--- src/rtl/icd_cmd_decoder.sv ---
`default_nettype none
// ============================================================================
//  Module   : icd_cmd_decoder
//  Purpose  : Command decoder behind the ICD SPI target. Decodes NOP / WRITE /
//             READ headers carrying a 24-bit little-endian address, drives a
//             single-outstanding byte memory port with an ack timeout, and
//             feeds status or read data into the SPI transmit buffer.
//  Ports    : clk6x, reset          - clock, async active-high reset
//             rx_byte_i             - received SPI byte
//             rx_hdr_en_i           - header byte strobe (first after CSN)
//             rx_db_en_i            - data byte strobe
//             tx_byte_o, tx_en_o    - transmit buffer byte and load strobe
//             mem_addr_o, mem_wdata_o, mem_wr_o, mem_rd_o - memory request
//             mem_ack_i, mem_rdata_i                      - memory response
//  Revision : 1.0 - initial release
// ============================================================================
module icd_cmd_decoder #(
  parameter int ACK_TIMEOUT = 255
) (
  input  logic        clk6x,
  input  logic        reset,
  input  logic [7:0]  rx_byte_i,
  input  logic        rx_hdr_en_i,
  input  logic        rx_db_en_i,
  output logic [7:0]  tx_byte_o,
  output logic        tx_en_o,
  output logic [23:0] mem_addr_o,
  output logic [7:0]  mem_wdata_o,
  output logic        mem_wr_o,
  output logic        mem_rd_o,
  input  logic        mem_ack_i,
  input  logic [7:0]  mem_rdata_i
);

  localparam logic [7:0] C_TO_LAST = 8'(ACK_TIMEOUT - 1);
  localparam logic [3:0] C_OP_NOP  = 4'd0;
  localparam logic [3:0] C_OP_WR   = 4'd1;
  localparam logic [3:0] C_OP_RD   = 4'd2;

  typedef enum logic [2:0] {
    ST_IDLE   = 3'd0,
    ST_ADDR0  = 3'd1,
    ST_ADDR1  = 3'd2,
    ST_ADDR2  = 3'd3,
    ST_WDATA  = 3'd4,
    ST_RDATA  = 3'd5,
    ST_IGNORE = 3'd6
  } state_t;

  state_t      r_state;
  state_t      w_state_nxt;

  logic [23:0] r_addr;
  logic        r_op_rd;
  logic        r_autoinc;
  logic        r_discard;
  logic        r_rd_pend;
  logic        r_timeout_f;
  logic        r_overrun_f;
  logic        r_badcmd_f;
  logic [7:0]  r_to_cnt;

  logic [3:0]  w_opcode;
  logic        w_busy;
  logic        w_ack;
  logic        w_to_hit;
  logic        w_done;
  logic        w_live_ack;
  logic        w_db;
  logic        w_issue_rd;
  logic [23:0] w_issue_addr;
  logic [7:0]  w_status;

  assign w_opcode = rx_byte_i[7:4];
  assign w_busy   = mem_wr_o | mem_rd_o;
  assign w_ack    = w_busy & mem_ack_i;
  // The request is high for exactly ACK_TIMEOUT cycles before being abandoned.
  assign w_to_hit = w_busy & ~mem_ack_i & (r_to_cnt == C_TO_LAST);
  assign w_done   = w_ack | w_to_hit;
  // An ack belongs to the current transaction only if no header has
  // intervened, including one arriving in the same cycle as the ack.
  assign w_live_ack = w_ack & ~r_discard & ~rx_hdr_en_i;
  assign w_db       = rx_db_en_i & ~rx_hdr_en_i;
  assign w_status   = {4'b1010, w_busy, r_timeout_f, r_overrun_f, r_badcmd_f};

  // A read is launched after the last address byte, on each RDATA byte, or
  // later if the last address byte landed while a discarded request was
  // still outstanding.
  always_comb begin
    w_issue_rd   = 1'b0;
    w_issue_addr = r_addr;
    if (!w_busy && !rx_hdr_en_i) begin
      if (w_db && (r_state == ST_ADDR2) && r_op_rd) begin
        w_issue_rd   = 1'b1;
        w_issue_addr = {rx_byte_i, r_addr[15:0]};
      end else if (w_db && (r_state == ST_RDATA)) begin
        w_issue_rd = 1'b1;
      end else if (r_rd_pend) begin
        w_issue_rd = 1'b1;
      end
    end
  end

  // State register
  always_ff @(posedge clk6x or posedge reset) begin
    if (reset) begin
      r_state <= ST_IDLE;
    end else begin
      r_state <= w_state_nxt;
    end
  end

  // Next-state logic; a header restarts the command from any state.
  always_comb begin
    w_state_nxt = r_state;
    if (rx_hdr_en_i) begin
      case (w_opcode)
        C_OP_NOP: w_state_nxt = ST_IDLE;
        C_OP_WR,
        C_OP_RD:  w_state_nxt = ST_ADDR0;
        default:  w_state_nxt = ST_IGNORE;
      endcase
    end else if (rx_db_en_i) begin
      case (r_state)
        ST_ADDR0: w_state_nxt = ST_ADDR1;
        ST_ADDR1: w_state_nxt = ST_ADDR2;
        ST_ADDR2: w_state_nxt = r_op_rd ? ST_RDATA : ST_WDATA;
        default:  w_state_nxt = r_state;
      endcase
    end
  end

  // Datapath, memory handshake, flags and transmit loading
  always_ff @(posedge clk6x or posedge reset) begin
    if (reset) begin
      tx_byte_o   <= 8'h00;
      tx_en_o     <= 1'b0;
      mem_addr_o  <= 24'h000000;
      mem_wdata_o <= 8'h00;
      mem_wr_o    <= 1'b0;
      mem_rd_o    <= 1'b0;
      r_addr      <= 24'h000000;
      r_op_rd     <= 1'b0;
      r_autoinc   <= 1'b0;
      r_discard   <= 1'b0;
      r_rd_pend   <= 1'b0;
      r_timeout_f <= 1'b0;
      r_overrun_f <= 1'b0;
      r_badcmd_f  <= 1'b0;
      r_to_cnt    <= 8'h00;
    end else begin
      tx_en_o <= 1'b0;

      // Request completion or timeout
      if (w_done) begin
        mem_wr_o  <= 1'b0;
        mem_rd_o  <= 1'b0;
        r_to_cnt  <= 8'h00;
        r_discard <= 1'b0;
        if (w_to_hit) begin
          r_timeout_f <= 1'b1;
        end
      end else if (w_busy) begin
        r_to_cnt <= r_to_cnt + 8'd1;
      end

      if (w_live_ack) begin
        if (r_autoinc) begin
          r_addr <= r_addr + 24'd1;
        end
        if (mem_rd_o) begin
          tx_byte_o <= mem_rdata_i;
          tx_en_o   <= 1'b1;
        end
      end

      if (rx_hdr_en_i) begin
        // Status reflects the flags accumulated before this header.
        tx_byte_o   <= w_status;
        tx_en_o     <= 1'b1;
        r_timeout_f <= 1'b0;
        r_overrun_f <= 1'b0;
        r_badcmd_f  <= (w_opcode != C_OP_NOP) && (w_opcode != C_OP_WR) &&
                       (w_opcode != C_OP_RD);
        r_autoinc   <= rx_byte_i[0];
        r_op_rd     <= (w_opcode == C_OP_RD);
        r_rd_pend   <= 1'b0;
        // An outstanding request keeps running, but its result is orphaned.
        r_discard   <= w_busy & ~w_done;
      end else if (w_db) begin
        case (r_state)
          ST_ADDR0: r_addr[7:0]   <= rx_byte_i;
          ST_ADDR1: r_addr[15:8]  <= rx_byte_i;
          ST_ADDR2: begin
            r_addr[23:16] <= rx_byte_i;
            if (r_op_rd && w_busy) begin
              r_rd_pend <= 1'b1;
            end
          end
          ST_WDATA: begin
            if (w_busy) begin
              r_overrun_f <= 1'b1;
            end else begin
              mem_wdata_o <= rx_byte_i;
              mem_addr_o  <= r_addr;
              mem_wr_o    <= 1'b1;
              r_to_cnt    <= 8'h00;
            end
          end
          ST_RDATA: begin
            if (w_busy) begin
              r_overrun_f <= 1'b1;
            end
          end
          default: ;
        endcase
      end

      if (w_issue_rd) begin
        mem_rd_o   <= 1'b1;
        mem_addr_o <= w_issue_addr;
        r_to_cnt   <= 8'h00;
        r_rd_pend  <= 1'b0;
      end
    end
  end

endmodule
`default_nettype wire

--- config.mk ---
export PLATFORM = sky130hd
export DESIGN_NAME = icd_cmd_decoder
export DESIGN_NICKNAME = d
export VERILOG_FILES = /design/src/rtl/icd_cmd_decoder.sv
export SDC_FILE = /design/constraint.sdc
export NUM_CORES = 1
export LEC_CHECK = 0
export BUFFER_PORTS_ARGS = -buffer_cell sky130_fd_sc_hd__buf_2
export CAP_MARGIN = 20
export CORE_AREA = 3 3 95 97
export CTS_CLUSTER_DIAMETER = 150
export DETAILED_ROUTE_END_ITERATION = 16
export DIE_AREA = 0 0 98 100
export PLACE_DENSITY = 0.7
export SLEW_MARGIN = 20
export SYNTH_ARGS = -nofsm -noshare
export SYNTH_HDL_FRONTEND = slang
export SYNTH_SLANG_ARGS = --single-unit
--- constraint.sdc ---
create_clock -name clk6x -period 5.2 [get_ports clk6x]
set_input_delay 0.52 -clock clk6x [delete_from_list [all_inputs] [get_ports clk6x]]
set_output_delay 0.52 -clock clk6x [all_outputs]
set_load 0.005 [all_outputs]
==> impl_metrics.xml <==
<?xml version="1.0" encoding="UTF-8"?>
<metrics>
  <group name="layout">
    <metric name="n_antenna_cell" unit="">0</metric>
    <metric name="final_core_util" unit="">0.5672</metric>
    <metric name="area_growth" unit="%">14.93</metric>
    <metric name="final_nets" unit="">468</metric>
    <metric name="share_of_layout_cells_above_drive_strength_1" unit="">0.2673</metric>
    <metric name="n_fill_cell" unit="">713</metric>
  </group>
  <group name="worst_setup_path">
    <metric name="timing.rr.end" unit="">r_to_cnt[1]</metric>
    <metric name="reg2reg_setup_slack" unit="ns">2.82</metric>
    <metric name="cp_max_fo" unit="">30</metric>
    <metric name="timing.rr.start" unit="">r_state[0]</metric>
    <metric name="crit_path_capture_type" unit="">flip-flop</metric>
    <metric name="timing.critical_path.arrival" unit="ns">2.79</metric>
    <metric name="critical_path_required" unit="ns">5.44</metric>
    <metric name="worst-setup-path-type" unit="">in -&gt; reg</metric>
    <metric name="crit_path_start_kind" unit="">primary input</metric>
    <metric name="worst_r2r_path_depth" unit="">6</metric>
  </group>
  <group name="sta">
    <metric name="finalHoldViolCount" unit="">0</metric>
    <metric name="maxClockFrequency" unit="MHz">393.4</metric>
    <metric name="tightestPinTransition" unit="ns">0.9612</metric>
    <metric name="timing.slew.headroom" unit="">0.3426</metric>
    <metric name="setup-tns-final" unit="ns">0</metric>
    <metric name="grt_setup_unrepaired" unit="">false</metric>
    <metric name="timing.final.setup_violations" unit="">0</metric>
    <metric name="period_needed" unit="ns">2.542</metric>
    <metric name="worst_clock_skew_on_the_final_layout" unit="ns">0.007344</metric>
    <metric name="layout_setup_ws" unit="ns">2.658</metric>
    <metric name="timing_max_transition_violations_final" unit="">0</metric>
    <metric name="layout_worst_path_cycle_share" unit="">0.4888</metric>
  </group>
  <group name="detailed_routing">
    <metric name="wl_per_cell" unit="um">15.60</metric>
    <metric name="vias" unit="">3023</metric>
    <metric name="vias_per_cell" unit="">5.457</metric>
    <metric name="drt-pass1-iter-count" unit="">4</metric>
    <metric name="drc_errors" unit="">0</metric>
    <metric name="wl" unit="mm">8.641</metric>
    <metric name="dr.first_iter.drc_count" unit="">214</metric>
    <metric name="final_antenna_net_count" unit="">0</metric>
  </group>
  <group name="floorplanning">
    <metric name="die_height" unit="um">100</metric>
    <metric name="floorplan.rows" unit="">33</metric>
    <metric name="core" unit="mm^2">0.008217</metric>
    <metric name="ios" unit="">64</metric>
    <metric name="initial_core_util" unit="">0.4935</metric>
    <metric name="chipWidth" unit="um">98</metric>
    <metric name="overall_die_area" unit="mm^2">0.009800</metric>
  </group>
  <group name="synth">
    <metric name="syn_area_per_cell" unit="um^2">10.48</metric>
    <metric name="synth_area_leaders" unit="">dfrtp_1 (52%), mux2_2 (7.2%), xor2_1 (5.2%)</metric>
    <metric name="synth_net_count" unit="">411</metric>
    <metric name="synth-main-ff-cell" unit="">dfrtp_1</metric>
    <metric name="yosysTopAreaCell" unit="">dfrtp_1</metric>
    <metric name="synthesis.instances" unit="">387</metric>
    <metric name="proportion_of_synthesized_flip_flops_having_asynchronous_set_or_reset" unit="">1.000</metric>
    <metric name="synth_edf_count" unit="">0</metric>
    <metric name="post-synth-top-area-fraction" unit="">0.5245</metric>
    <metric name="synth_warnings" unit="">0</metric>
    <metric name="synthesis.area" unit="mm^2">0.004055</metric>
    <metric name="yosysSeqAreaShare" unit="">0.5245</metric>
    <metric name="synthDistinctLibCells" unit="">43</metric>
    <metric name="ys_seq_elements" unit="">85</metric>
  </group>
  <group name="global_route">
    <metric name="grt_pass1_wl" unit="mm">14.79</metric>
    <metric name="track_usage" unit="">0.1863</metric>
    <metric name="grt_start_max_net_pins" unit="">77</metric>
    <metric name="grt_pass1_vias" unit="">2965</metric>
    <metric name="number_of_antenna_violations_at_the_first_check_in_global_routing" unit="">0</metric>
    <metric name="global_route_overflow" unit="">0</metric>
  </group>
  <group name="outcome">
    <metric name="outcome" unit="">finished clean</metric>
  </group>
  <group name="place">
    <metric name="post-place-ws" unit="ns">2.322</metric>
    <metric name="routability_cong" unit="">0.8622</metric>
    <metric name="dp.final_hpwl" unit="mm">6.095</metric>
    <metric name="count_of_buffers_inserted_at_the_top_level_ports" unit="">63</metric>
  </group>
  <group name="power_and_ir_drop">
    <metric name="worst_ir_drop_vdd" unit="mV">0.2287</metric>
    <metric name="power.static_leakage" unit="nW">2.142</metric>
    <metric name="power_per_cell_area" unit="mW/mm^2">455.3</metric>
  </group>
  <group name="clock_tree">
    <metric name="cts-root-buf" unit="">clkbuf_8</metric>
    <metric name="cts_buffer_count" unit="">9</metric>
    <metric name="clkSinkCount" unit="">85</metric>
    <metric name="h_tree_levels" unit="">3</metric>
    <metric name="cts.clk_slew.worst_paths" unit="ns">0.08</metric>
    <metric name="cts_max_path_buffers" unit="">2</metric>
    <metric name="tritoncts" unit="">built</metric>
    <metric name="cts.repair.resized" unit="">0</metric>
    <metric name="cts.hold.buffers_added" unit="">0</metric>
    <metric name="worstSkewPairLatency" unit="ns">0.34</metric>
    <metric name="postCtsSetupRepairBufs" unit="">0</metric>
  </group>
  <group name="hold_path">
    <metric name="worst_hold_path_type" unit="">in -&gt; async</metric>
  </group>
  <group name="flow_run">
    <metric name="max-cap-violations" unit="">0</metric>
  </group>
</metrics>
[layer usage]
layer / GRT usage / part of all wire
met5: 0 / 0
met4: 0.06177 / 0.011
met3: 0.03197 / 0.039
met2: 0.2801 / 0.45
met1: 0.2758 / 0.50
[worst max-delay path by stage]
stage                      startpoint       endpoint  slack (ns)  depth (start not counted)
after global routing      rx_hdr_en_i    r_to_cnt[1]        2.45                          7
final                     rx_hdr_en_i    r_to_cnt[1]        2.66                          7
after CTS                   r_discard     r_addr[10]        2.64                          5
after global placement    rx_hdr_en_i    r_to_cnt[1]        2.45                          7
after floorplan                 reset  mem_addr_o[0]        2.49                          1
after detailed placement  rx_hdr_en_i    r_to_cnt[1]        2.32                          7
[where the power goes]
group | leakage [nW] | internal, mW | total, mW | switching, mW
combinational | 0.951 | 0.292 | 0.573 | 0.282
clock | 0.106 | 0.261 | 0.485 | 0.224
sequential | 1.08 | 0.874 | 1.06 | 0.190
[kinds of logic (layout without fill, tap and decap cells)]
logic type / count (synthesis) / count (layout) / synth area share
AND/OR/NAND/NOR: 147 / 147 / 0.1771
multiplexers: 40 / 40 / 0.1068
AO/OA/AOI/OAI: 56 / 56 / 0.08639
flip-flops: 85 / 85 / 0.5245
buffers and inverters: 25 / 87 / 0.02900
XOR/XNOR: 31 / 31 / 0.06695
adder cells (fa/ha/maj): 3 / 3 / 0.009257
[critical path: stages]
cell and delay [ns]:
buf_2 0.47, nor3_1 0.20, and2_1 0.23, a31oi_4 0.39
buf_4 0.38, nand2_1 0.26, a211oi_1 0.31
[sequential cells by signal (all words and copies together) (netlist names)]
signal	count
mem_wr_o	1
r_overrun_f	1
mem_wdata_o	8
r_state	3
r_discard	1
tx_en_o	1
mem_addr_o	24
r_timeout_f	1
r_op_rd	1
r_to_cnt	8
r_badcmd_f	1
mem_rd_o	1
r_rd_pend	1
tx_byte_o	8
r_autoinc	1
r_addr	24
[layout make-up]
cell class	count	area (um^2)	area share
Sequential cell	85	2127	0.4564
Multi-Input combinational cell	277	1837	0.3941
Timing Repair Buffer	65	330.3	0.07087
Clock buffer	13	168.9	0.03624
Tap cell	105	131.4	0.02819
Clock inverter	3	42.54	0.009128
Inverter	6	23.77	0.005101
[cells in the mapped netlist (8+ instances only)]
| cell type | instances |
|---|---|
| mux2_2 | 26 |
| nand2_1 | 50 |
| nand3_1 | 21 |
| o21ai_2 | 8 |
| clkbuf_1 | 8 |
| nor2_1 | 34 |
| xor2_1 | 24 |
| dfrtp_1 | 85 |
| nor3_1 | 8 |
| a21oi_1 | 14 |
| mux2i_1 | 14 |
| o21ai_0 | 19 |
| nand4_1 | 14 |
[through the flow]
stage          std cells  cell area, um^2  power [mW]  hold WS, ns
4_1_cts              554             4643       2.137      0.04927
6_report             554             4661       2.122      0.05225
5_1_grt              554             4661       2.270      0.05780
2_1_floorplan        387             4055       1.414       0.4537
3_5_place_dp         538             4432       1.642       0.4244
3_3_place_gp         538             4432       1.620       0.4236
[placed cells by master (no fill, tap or decap), types with 3 or more instances in the layout]
| cell | count |
|---|---|
| o21ai_2 | 8 |
| nand3_1 | 21 |
| xnor2_1 | 7 |
| ha_1 | 3 |
| nor3_1 | 8 |
| xor2_1 | 24 |
| dfrtp_1 | 85 |
| mux2i_1 | 14 |
| nand4_1 | 14 |
| a21oi_1 | 14 |
| a211oi_1 | 3 |
| o21ai_0 | 19 |
| and3_1 | 5 |
| clkbuf_8 | 12 |
| buf_2 | 63 |
| nor2_1 | 34 |
| inv_1 | 5 |
| nand2_1 | 50 |
| nor2b_1 | 3 |
| mux2_2 | 26 |
Power figures use the tool's default switching activity.
